[src/rtl/pulse_avg_pkg.sv]
// Shared state encoding and sample/accumulator helpers for the pulse averager.
package pulse_avg_pkg;

  typedef enum logic [1:0] {
    ST_IDLE    = 2'd0,
    ST_ACCUM   = 2'd1,
    ST_FLUSH   = 2'd2,
    ST_READOUT = 2'd3
  } state_e;

  function automatic logic [63:0] sext16(input logic [15:0] x);
    return {{48{x[15]}}, x};
  endfunction

  // Arithmetic right shift of a sign-extended accumulator, keeping the low 16 bits.
  function automatic logic [15:0] shr16(input logic signed [63:0] a, input logic [4:0] sh);
    return 16'(a >>> sh);
  endfunction

endpackage

[src/rtl/pulse_avg_ctrl_if.sv]
// Input and output sample streams of the pulse averager; master is the averager side.
interface pulse_avg_ctrl_if;
  logic [31:0]  i_tdata;
  logic [127:0] i_tuser;
  logic         i_tvalid;
  logic         i_tlast;
  logic         i_tready;
  logic [31:0]  o_tdata;
  logic [127:0] o_tuser;
  logic         o_tvalid;
  logic         o_tlast;
  logic         o_tready;

  modport master (
    input  i_tdata, i_tuser, i_tvalid, i_tlast,
    output i_tready,
    output o_tdata, o_tuser, o_tvalid, o_tlast,
    input  o_tready
  );

  modport slave (
    output i_tdata, i_tuser, i_tvalid, i_tlast,
    input  i_tready,
    input  o_tdata, o_tuser, o_tvalid, o_tlast,
    output o_tready
  );
endinterface

[src/rtl/pulse_avg_obuf.sv]
// Two-entry output buffer between memory readout and the output stream.
// Head entry is presented combinationally; storage resets to zero.
module pulse_avg_obuf #(
  parameter int W = 33
) (
  input  logic         clk,
  input  logic         rst_i,
  input  logic         push_i,
  input  logic [W-1:0] push_dat_i,
  input  logic         pop_i,
  output logic         vld_o,
  output logic [W-1:0] dat_o,
  output logic [1:0]   cnt_o
);
  logic [W-1:0] mem_q [2];
  logic         wp_q, rp_q;
  logic [1:0]   cnt_q;

  always_ff @(posedge clk) begin
    if (rst_i) begin
      mem_q[0] <= '0;
      mem_q[1] <= '0;
      wp_q     <= 1'b0;
      rp_q     <= 1'b0;
      cnt_q    <= 2'd0;
    end else begin
      if (push_i) begin
        mem_q[wp_q] <= push_dat_i;
        wp_q        <= ~wp_q;
      end
      if (pop_i) rp_q <= ~rp_q;
      cnt_q <= cnt_q + {1'b0, push_i} - {1'b0, pop_i};
    end
  end

  assign vld_o = (cnt_q != 2'd0);
  assign dat_o = mem_q[rp_q];
  assign cnt_o = cnt_q;
endmodule

[src/rtl/pulse_avg_ctrl.sv]
// Pulse averager: sums num_avg pulses of I/Q samples in external memory (1-cycle read),
// then streams the shifted sums out; input stalls outside ACCUM, output holds until o_tready.
module pulse_avg_ctrl
  import pulse_avg_pkg::*;
#(
  parameter int MAX_PULSE_SIZE = 8192,
  parameter int ACC_WIDTH      = 24
) (
  input  logic                              clk,
  input  logic                              reset,
  input  logic                              clear,
  input  logic [31:0]                       pulse_size,
  input  logic [31:0]                       num_avg,
  input  logic [4:0]                        avg_shift,
  output logic [31:0]                       num_count,
  pulse_avg_ctrl_if.master                  axis,
  output logic [$clog2(MAX_PULSE_SIZE)-1:0] mem_rd_addr,
  output logic                              mem_rd_ena,
  input  logic [2*ACC_WIDTH-1:0]            mem_rd_data,
  output logic [$clog2(MAX_PULSE_SIZE)-1:0] mem_wr_addr,
  output logic [2*ACC_WIDTH-1:0]            mem_wr_data,
  output logic                              mem_wr_ena
);
  localparam int AW = $clog2(MAX_PULSE_SIZE);
  localparam int CW = AW + 1;

  logic rst;
  assign rst = reset | clear;

  state_e                 state_q, state_d;
  logic [CW-1:0]          psize_q, psize_d, rd_cnt_q, rd_cnt_d;
  logic [31:0]            navg_q, navg_d, cnt_q, cnt_d, smp_q, smp_d;
  logic [4:0]             shift_q, shift_d;
  logic [AW-1:0]          pos_q, pos_d, wr_addr_q, wr_addr_d;
  logic                   wr_ena_q, wr_ena_d, first_q, first_d, fwd_q, fwd_d;
  logic                   infl_q, infl_d, infl_last_q, infl_last_d;
  logic [2*ACC_WIDTH-1:0] fwd_dat_q, fwd_dat_d;
  logic [127:0]           tuser_q, tuser_d;

  logic                        accept, issue, pos_last, pulse_last;
  logic                        ob_pop, ob_vld, ob_last;
  logic [1:0]                  ob_cnt;
  logic [31:0]                 ob_dat, push_dat;
  logic [2*ACC_WIDTH-1:0]      base;
  logic [ACC_WIDTH-1:0]        sum_re, sum_im;
  logic signed [ACC_WIDTH-1:0] rd_re, rd_im;
  logic                        unused_tlast;

  assign unused_tlast = axis.i_tlast;

  assign accept     = (state_q == ST_ACCUM) && axis.i_tvalid;
  assign pos_last   = (CW'(pos_q) == psize_q - CW'(1));
  assign pulse_last = (cnt_q == navg_q - 32'd1);
  assign issue      = (state_q == ST_READOUT) && (rd_cnt_q != psize_q) &&
                      ((ob_cnt + {1'b0, infl_q}) < 2'd2);

  // With a one-sample pulse the previous write lands on the address being read.
  assign base   = fwd_q ? fwd_dat_q : mem_rd_data;
  assign sum_re = ACC_WIDTH'(sext16(smp_q[31:16])) +
                  (first_q ? '0 : base[2*ACC_WIDTH-1:ACC_WIDTH]);
  assign sum_im = ACC_WIDTH'(sext16(smp_q[15:0])) +
                  (first_q ? '0 : base[ACC_WIDTH-1:0]);

  assign rd_re    = mem_rd_data[2*ACC_WIDTH-1:ACC_WIDTH];
  assign rd_im    = mem_rd_data[ACC_WIDTH-1:0];
  assign push_dat = {shr16(64'(rd_re), shift_q), shr16(64'(rd_im), shift_q)};

  always_comb begin
    state_d     = state_q;
    psize_d     = psize_q;
    navg_d      = navg_q;
    shift_d     = shift_q;
    cnt_d       = cnt_q;
    pos_d       = pos_q;
    rd_cnt_d    = rd_cnt_q;
    tuser_d     = tuser_q;
    wr_ena_d    = accept;
    wr_addr_d   = pos_q;
    smp_d       = axis.i_tdata;
    first_d     = (cnt_q == 32'd0);
    fwd_d       = accept && wr_ena_q && (pos_q == wr_addr_q);
    fwd_dat_d   = mem_wr_data;
    infl_d      = issue;
    infl_last_d = issue && (rd_cnt_q == psize_q - CW'(1));
    unique case (state_q)
      ST_IDLE: begin
        if (pulse_size == 32'd0)                       psize_d = CW'(1);
        else if (pulse_size > 32'(MAX_PULSE_SIZE))     psize_d = CW'(MAX_PULSE_SIZE);
        else                                           psize_d = CW'(pulse_size);
        navg_d   = (num_avg == 32'd0) ? 32'd1 : num_avg;
        shift_d  = avg_shift;
        cnt_d    = '0;
        pos_d    = '0;
        rd_cnt_d = '0;
        state_d  = ST_ACCUM;
      end
      ST_ACCUM: begin
        if (accept) begin
          if ((pos_q == '0) && pulse_last) tuser_d = axis.i_tuser;
          if (pos_last) begin
            pos_d = '0;
            cnt_d = cnt_q + 32'd1;
            if (pulse_last) state_d = ST_FLUSH;
          end else begin
            pos_d = pos_q + 1'b1;
          end
        end
      end
      ST_FLUSH: state_d = ST_READOUT;
      ST_READOUT: begin
        if (issue) rd_cnt_d = rd_cnt_q + 1'b1;
        if (ob_pop && ob_last) state_d = ST_IDLE;
      end
      default: state_d = ST_IDLE;
    endcase
  end

  always_ff @(posedge clk) begin
    if (rst) begin
      state_q     <= ST_IDLE;
      psize_q     <= '0;
      navg_q      <= '0;
      shift_q     <= '0;
      cnt_q       <= '0;
      pos_q       <= '0;
      rd_cnt_q    <= '0;
      tuser_q     <= '0;
      wr_ena_q    <= 1'b0;
      wr_addr_q   <= '0;
      smp_q       <= '0;
      first_q     <= 1'b0;
      fwd_q       <= 1'b0;
      fwd_dat_q   <= '0;
      infl_q      <= 1'b0;
      infl_last_q <= 1'b0;
    end else begin
      state_q     <= state_d;
      psize_q     <= psize_d;
      navg_q      <= navg_d;
      shift_q     <= shift_d;
      cnt_q       <= cnt_d;
      pos_q       <= pos_d;
      rd_cnt_q    <= rd_cnt_d;
      tuser_q     <= tuser_d;
      wr_ena_q    <= wr_ena_d;
      wr_addr_q   <= wr_addr_d;
      smp_q       <= smp_d;
      first_q     <= first_d;
      fwd_q       <= fwd_d;
      fwd_dat_q   <= fwd_dat_d;
      infl_q      <= infl_d;
      infl_last_q <= infl_last_d;
    end
  end

  pulse_avg_obuf #(.W(33)) u_obuf (
    .clk        (clk),
    .rst_i      (rst),
    .push_i     (infl_q),
    .push_dat_i ({infl_last_q, push_dat}),
    .pop_i      (ob_pop),
    .vld_o      (ob_vld),
    .dat_o      ({ob_last, ob_dat}),
    .cnt_o      (ob_cnt)
  );

  assign ob_pop        = axis.o_tvalid && axis.o_tready;
  assign axis.o_tvalid = ob_vld && (state_q == ST_READOUT);
  assign axis.o_tlast  = axis.o_tvalid && ob_last;
  assign axis.o_tdata  = ob_dat;
  assign axis.o_tuser  = tuser_q;
  assign axis.i_tready = (state_q == ST_ACCUM);

  assign num_count   = cnt_q;
  assign mem_rd_ena  = accept | issue;
  assign mem_rd_addr = (state_q == ST_READOUT) ? rd_cnt_q[AW-1:0] : pos_q;
  assign mem_wr_ena  = wr_ena_q;
  assign mem_wr_addr = wr_addr_q;
  assign mem_wr_data = {sum_re, sum_im};
endmodule

[src/flat_wrapper.sv]
// flat-port wrapper written by rule: the top's interface ports become plain ports
module pulse_avg_ctrl_flat import pulse_avg_pkg::*;
#(
  parameter int MAX_PULSE_SIZE = 8192,
  parameter int ACC_WIDTH      = 24
)
  (clk, reset, clear, pulse_size, num_avg, avg_shift, num_count, mem_rd_addr, mem_rd_ena, mem_rd_data, mem_wr_addr, mem_wr_data, mem_wr_ena, axis_i_tdata, axis_i_tuser, axis_i_tvalid, axis_i_tlast, axis_i_tready, axis_o_tdata, axis_o_tuser, axis_o_tvalid, axis_o_tlast, axis_o_tready);
  pulse_avg_ctrl_if axis_i ();
  input  logic clk;
  input  logic reset;
  input  logic clear;
  input  logic [31:0] pulse_size;
  input  logic [31:0] num_avg;
  input  logic [4:0] avg_shift;
  output logic [31:0] num_count;
  output logic [$clog2(MAX_PULSE_SIZE)-1:0] mem_rd_addr;
  output logic mem_rd_ena;
  input  logic [2*ACC_WIDTH-1:0] mem_rd_data;
  output logic [$clog2(MAX_PULSE_SIZE)-1:0] mem_wr_addr;
  output logic [2*ACC_WIDTH-1:0] mem_wr_data;
  output logic mem_wr_ena;
  input wire logic [$bits(axis_i.i_tdata)-1:0] axis_i_tdata;
  input wire logic [$bits(axis_i.i_tuser)-1:0] axis_i_tuser;
  input wire logic [$bits(axis_i.i_tvalid)-1:0] axis_i_tvalid;
  input wire logic [$bits(axis_i.i_tlast)-1:0] axis_i_tlast;
  output wire logic [$bits(axis_i.i_tready)-1:0] axis_i_tready;
  output wire logic [$bits(axis_i.o_tdata)-1:0] axis_o_tdata;
  output wire logic [$bits(axis_i.o_tuser)-1:0] axis_o_tuser;
  output wire logic [$bits(axis_i.o_tvalid)-1:0] axis_o_tvalid;
  output wire logic [$bits(axis_i.o_tlast)-1:0] axis_o_tlast;
  input wire logic [$bits(axis_i.o_tready)-1:0] axis_o_tready;
  assign axis_i.i_tdata = axis_i_tdata;
  assign axis_i.i_tuser = axis_i_tuser;
  assign axis_i.i_tvalid = axis_i_tvalid;
  assign axis_i.i_tlast = axis_i_tlast;
  assign axis_i_tready = axis_i.i_tready;
  assign axis_o_tdata = axis_i.o_tdata;
  assign axis_o_tuser = axis_i.o_tuser;
  assign axis_o_tvalid = axis_i.o_tvalid;
  assign axis_o_tlast = axis_i.o_tlast;
  assign axis_i.o_tready = axis_o_tready;
  pulse_avg_ctrl #(.MAX_PULSE_SIZE(MAX_PULSE_SIZE), .ACC_WIDTH(ACC_WIDTH)) u_core (.clk(clk), .reset(reset), .clear(clear), .pulse_size(pulse_size), .num_avg(num_avg), .avg_shift(avg_shift), .num_count(num_count), .axis(axis_i), .mem_rd_addr(mem_rd_addr), .mem_rd_ena(mem_rd_ena), .mem_rd_data(mem_rd_data), .mem_wr_addr(mem_wr_addr), .mem_wr_data(mem_wr_data), .mem_wr_ena(mem_wr_ena));
endmodule
[config.mk]
export PLATFORM = sky130hd
export DESIGN_NAME = pulse_avg_ctrl_flat
export DESIGN_NICKNAME = d
export VERILOG_FILES = /design/src/rtl/pulse_avg_pkg.sv /design/src/rtl/pulse_avg_ctrl_if.sv /design/src/rtl/pulse_avg_obuf.sv /design/src/rtl/pulse_avg_ctrl.sv /design/src/flat_wrapper.sv
export SDC_FILE = /design/constraint.sdc
export NUM_CORES = 1
export LEC_CHECK = 0
export ABC_CLOCK_PERIOD_IN_PS = 13760
export CELL_PAD_IN_SITES_DETAIL_PLACEMENT = 0
export CELL_PAD_IN_SITES_GLOBAL_PLACEMENT = 1
export CORE_MARGIN = 1.5
export CORE_UTILIZATION = 41
export DETAILED_ROUTE_END_ITERATION = 8
export GPL_TIMING_DRIVEN = 0
export PLACE_DENSITY_LB_ADDON = 0.12
export SETUP_SLACK_MARGIN = 0.2
export SYNTH_ARGS = -nofsm -noshare
export SYNTH_HDL_FRONTEND = slang
export SYNTH_HIERARCHICAL = 1
export SYNTH_SLANG_ARGS = --single-unit
[constraint.sdc]
create_clock -name clk -period 13.76 [get_ports clk]
set_input_delay 2.064 -clock clk [delete_from_list [all_inputs] [get_ports clk]]
set_output_delay 2.064 -clock clk [all_outputs]
set_load 0.01 [all_outputs]
After elaboration in Yosys (flattened, before gate mapping)
Memories as Yosys holds them, arrays and structs flattened. A register that Yosys moved wholly into a read port is not among the register bits.
Index checks and enable logic that the tools add are counted.
- memories: 1
- RAM bits: 66
- logic and storage cells: 105
- flip-flop bits (word level): 342
- output and inout port bits: 271
- memories (memory ; depth ; bits a word ; read ports ; clocked after Yosys merged registers in ; wr ports ; RTL line ; text):
    u_core.u_obuf.mem_q ; 2 ; 33 ; 1 ; 1 ; 2 ; pulse_avg_obuf.sv:15 ; logic [W-1:0] mem_q [2];
- shift-type cells: 2
- magnitude comparators: 2
- add/sub/neg operators: 9
- reductions and logical operators: 25
- multiplexer cells: 30
- bitwise logic cells: 4
- equal/unequal tests: 13
- operators by type and width (kind ; count):
    32-bit zero test ; 3
    32-bit two-way mux ; 3
    32-bit one-hot mux with 2 select lines ; 1
    24-bit adder ; 2
    24-bit two-way mux ; 2
    48-bit two-way mux ; 1
    24-bit by 5-bit >>> shifter with 16-bit output ; 2
    14-bit two-way mux ; 3
    13-bit two-way mux ; 3
    33-bit two-way mux ; 1
    33-bit OR reduction ; 1
    32-bit by 1-bit adder with 32-bit output (second input constant) ; 1
    32-bit equality test ; 1
    32-bit by 14-bit > comparator with 1-bit output (second input constant) ; 1
    32-bit by 1-bit subtractor with 32-bit output (second input constant) ; 1
    14-bit one-hot mux with 2 select lines ; 1
    13-bit one-hot mux with 2 select lines ; 1
    14-bit by 1-bit adder with 14-bit output (second input constant) ; 1
    13-bit by 14-bit equality test with 1-bit output ; 1
    14-bit equality test ; 1
    14-bit inequality test ; 1
    14-bit by 1-bit subtractor with 14-bit output (second input constant) ; 1
    13-bit by 1-bit adder with 13-bit output (second input constant) ; 1
    13-bit equality test ; 1
    other kinds (19) ; 50

Depth between registers and ports, before layout
- depth in word-level cells: 6
- depth in mapped cells: 16
- depth with buffers taken out: 14

Hierarchy
The synthesis kept the hierarchy.
- by module, submodules not included (module ; area an instance (um^2) ; sequential area each (um^2) ; cells an instance ; times used):
    pulse_avg_ctrl ; 19562.5 ; 6766.5 ; 2300 ; 1
    pulse_avg_obuf ; 3285.7 ; 2082.0 ; 235 ; 1

Worst setup path after synthesis
OpenSTA, ideal clock, no wires.
- path type: input to output
- start: in mem_rd_data[1]
- end: out mem_wr_data[22]
- stages on the path: 12
- setup slack: 6969 ps
- data required time: 11696 ps
- data arrival time: 4727 ps
- path through: mux2i_1 or2_2 fa_1 nor2b_1 o21ai_0 a21oi_1 nor3_1 o31ai_1 a31oi_1 o31a_1 o21ai_0 xor2_1
- cells in the longest elaborated chain, start to end: 3
- ends and longest elaborated chain (element ; RTL line ; text):
    start, declared ; flat_wrapper.sv:18 ; input logic [2*ACC_WIDTH-1:0] mem_rd_data;
    48-bit two-way mux ; pulse_avg_ctrl.sv:58 ; assign base = fwd_q ? fwd_dat_q : mem_rd_data;
    24-bit two-way mux ; pulse_avg_ctrl.sv:62 ; (first_q ? '0 : base[ACC_WIDTH-1:0]);
    24-bit adder ; pulse_avg_ctrl.sv:61 ; assign sum_im = ACC_WIDTH'(sext16(smp_q[15:0])) +
    end, declared ; flat_wrapper.sv:20 ; output logic [2*ACC_WIDTH-1:0] mem_wr_data;
No other way between the ends.

Worst setup path after layout
- start: in mem_rd_data[26]
- end: out mem_wr_data[46]
- cells in the longest elaborated chain, start to end: 3
- ends and longest elaborated chain (element ; RTL line ; text):
    48-bit two-way mux ; pulse_avg_ctrl.sv:58 ;
    24-bit two-way mux ; pulse_avg_ctrl.sv:60 ; (first_q ? '0 : base[2*ACC_WIDTH-1:ACC_WIDTH]);
    24-bit adder ; pulse_avg_ctrl.sv:59 ; assign sum_re = ACC_WIDTH'(sext16(smp_q[31:16])) +
No other way between the ends.

==> results.sh <==
export IMPL_drc=0
export IMPL_slew_viol_final=0
export IMPL_gp_congestion=0.961
export IMPL_numCtsBuffers=47
export IMPL_grt_total_usage=0.277
export IMPL_layout_min_cycle_time_ns=8.73
export IMPL_crit_path_start_kind="input pin"
export IMPL_via_per_inst=5.36
export IMPL_synth_edf_count=66
export IMPL_drt_iter0_markers=1193
export IMPL_portBuffers=552
export IMPL_ant_nets=0
export IMPL_cts_hold_buf=0
export IMPL_cts_max_path_buffers=3
export IMPL_cp_data_required_time_ns=11.70
export IMPL_setup_tns_ns=0
export IMPL_initial_utilization=0.415
export IMPL_synth_area_mm2=0.0228
export IMPL_slew_headroom=0.180
export IMPL_first_pass_iters=5
export IMPL_grt_overflow=0
export IMPL_routed_wl_um=82000
export IMPL_ys_warn_count=6
export IMPL_clock_latency_ns=0.59
export IMPL_final_seq_area_mm2=0.00885
export IMPL_grt_pass1_wl_um=122000
export IMPL_die_x_um=239
export IMPL_synth_ff_type="dfxtp_1"
export IMPL_worstMarginPinSlew_ns=1.23
export IMPL_synth_cells=2535
export IMPL_rsz0062_at_grt="no"
export IMPL_vias=21000
export IMPL_die_area_mm2=0.0572
export IMPL_timing_final_crit_share=0.634
export IMPL_post_dp_hpwl_um=64700
export IMPL_drive_above_1_share=0.0639
export IMPL_p_per_area_mw_per_mm2=98.6
export IMPL_clk_pin_slew_ns=0.06
export IMPL_cts_resized=0
export IMPL_grt_pass1_vias=20800
export IMPL_async_flop_share=0
export IMPL_fillCellCount=5093
export IMPL_vdd_ir_drop_max_mv=0.0859
export IMPL_rows=86
export IMPL_fmax_mhz=115
export IMPL_cts_htree_levels=2
export IMPL_setup_viol=0
export IMPL_wl_per_cell_um=20.9
export IMPL_cts_sinks=409
export IMPL_crit_type="in2out"
export IMPL_synth_nets=2879
export IMPL_fin_worst_skew_ns=0.0132
export IMPL_netlist_area_leader_share=0.301
export IMPL_coreArea_mm2=0.0551
export IMPL_ys_ff_latch=409
export IMPL_power_total_mw=3.05
export IMPL_hold_viol_final=0
export IMPL_dpl_worst_slack_ns=5.21
export IMPL_grt_max_degree=34
export IMPL_fp_dieH_um=239
export IMPL_endpoint_kind="output pin"
export IMPL_multi_input_area_mm2=0.0131
export IMPL_avgSynthCellArea_um2=9.01
export IMPL_holdWs_ns=0.477
export IMPL_setup_slack_ns=5.03
export IMPL_final_common_cell="clkdlybuf4s50_1"
export IMPL_synth_area_leader_cell="dfxtp_1"
export IMPL_worstPathArrival_ns=6.66
export IMPL_pin_count=554
export IMPL_synth_cell_types=83
export IMPL_num_nets_final=3480
export IMPL_maxCapViolations=0
export IMPL_area_delta_synth_final_pct=35.2
export IMPL_cts_setup_buffers=0
export IMPL_seq_area_frac_synth=0.387
export IMPL_netlist_top_cells_area="dfxtp_1, mux2i_1, edfxtp_1"
export IMPL_crit_path_max_fanout=5
export IMPL_p_leak_nw=12.6
export IMPL_cts_tree="done"
export IMPL_mostFrequentLayoutCells="clkdlybuf4s50_1, nor2_1, dfxtp_1, mux2i_1, nand2_1"
export IMPL_cts_root_buf="clkbuf_16"
export IMPL_outcome="finished, final reports clean"
export IMPL_antenna_found_initial=3
export IMPL_worstHoldPathType="reg2reg"
==> power by group <==
group	leakage, nW	switching (mW)	internal [mW]
sequential	3.51	0.0146	1.24
clock	0.783	0.519	0.755
combinational	8.29	0.272	0.245
==> final cells by class <==
| type | count | area share |
|---|---|---|
| diodes | 1 | 0.0000810 |
| plain buffers | 168 | 0.0237 |
| clock buffers | 72 | 0.0463 |
| clock inverters | 16 | 0.00494 |
| inverters | 50 | 0.00607 |
| multi-input cells | 1908 | 0.423 |
| flip-flops and latches | 409 | 0.286 |
| well taps | 748 | 0.0303 |
| repair buffers | 552 | 0.179 |
==> state kept, by name, indices dropped and copies added, names as in the netlist, named ones only <==
| name | cells |
|---|---|
| u_core/infl_last_q | 1 |
| u_core/mem_wr_ena | 1 |
| u_core/first_q | 1 |
| u_core/mem_wr_addr | 13 |
| u_core/shift_q | 5 |
| u_core/navg_q | 32 |
| u_core/num_count | 32 |
| u_core/u_obuf/cnt_o | 2 |
| u_core/smp_q | 32 |
| u_core/fwd_dat_q | 48 |
| u_core/u_obuf/rp_q | 1 |
| u_core/pos_q | 13 |
| u_core/axis.o_tuser | 128 |
| u_core/psize_q | 14 |
| u_core/fwd_q | 1 |
| u_core/state_q | 2 |
| u_core/rd_cnt_q | 14 |
| u_core/u_obuf/wp_q | 1 |
| u_core/u_obuf/mem_q | 66 |
| u_core/infl_q | 1 |
==> routing by layer <==
layer	global-route usage	wire length, µm	vias to the layer above
met3	0.0483	4590	115
met2	0.488	40700	682
met5	0	26	-
met1	0.345	34500	10100
met4	0.0811	2130	4
li1	-	-	10100
==> kinds of logic after synthesis <==
group | synth area share
AO/OA/AOI/OAI | 0.0957
XOR/XNOR | 0.0562
adder cells (fa/ha/maj) | 0.0341
buffers and inverters | 0.0402
flip-flops | 0.387
multiplexers | 0.174
AND/OR/NAND/NOR | 0.212
==> synth_stat cells, types with 4 or more instances <==
cell type  count
buf_6          4
a211oi_1      15
nand4b_1       4
o21a_1         9
and4_1         7
a21boi_0       4
buf_1         17
xnor2_1       85
nand2_1      158
dfxtp_1      343
mux4_2        26
nand3b_1       4
nand3_1       48
or4_1         25
mux2i_1      264
or3_1         25
mux2_2        27
nand4_1       28
nor3_1        30
nor4_1        45
o211ai_1      11
inv_1         47
or2_2          7
o21bai_1       4
mux2_4        30
and3_1        22
a21oi_1      108
buf_2         15
edfxtp_1      66
nand2b_1      51
and2_1        89
a21o_1        22
nor4b_1        4
nor2_1       414
nor2b_1       32
o31ai_1       10
clkbuf_1     128
o21ai_0      105
a31oi_1       15
xor2_1        59
ha_1          59
==> worst max-delay path, cell delays in order <==
cell,delay [ns]
clkdlybuf4s50_1,0.56
mux2i_1,0.19
nor2_1,0.06
ha_1,0.34
nor2b_1,0.14
o21ai_0,0.22
a21boi_0,0.25
o21ai_0,0.36
a31oi_1,0.29
a2111oi_0,0.71
o21ai_0,0.27
and3_1,0.24
nor2_1,0.34
clkdlybuf4s50_1,0.62
==> metrics by stage <==
stage	std cells	instance area, µm²	utilization
2_1_floorplan	2535	22800	-
5_1_grt	3924	30900	0.561
3_5_place_dp	3835	29300	0.532
4_1_cts	3923	30900	0.561
6_report	3924	30900	0.561
3_3_place_gp	3835	29300	0.532
==> path summary, 6_finish.rpt <==
kind	from	to	slack [ns]	depth (start not counted)
worst max-delay path	mem_rd_data[26]	mem_wr_data[46]	5.03	14
worst min-delay path	u_core/mem_wr_ena	u_core/fwd_q	0.48	2
worst max register to register	u_core/fwd_q	u_core/fwd_dat_q[44]	8.54	14
worst min register to register	u_core/mem_wr_ena	u_core/fwd_q	0.48	2
Note: power is estimated with default switching activity, not from simulation.
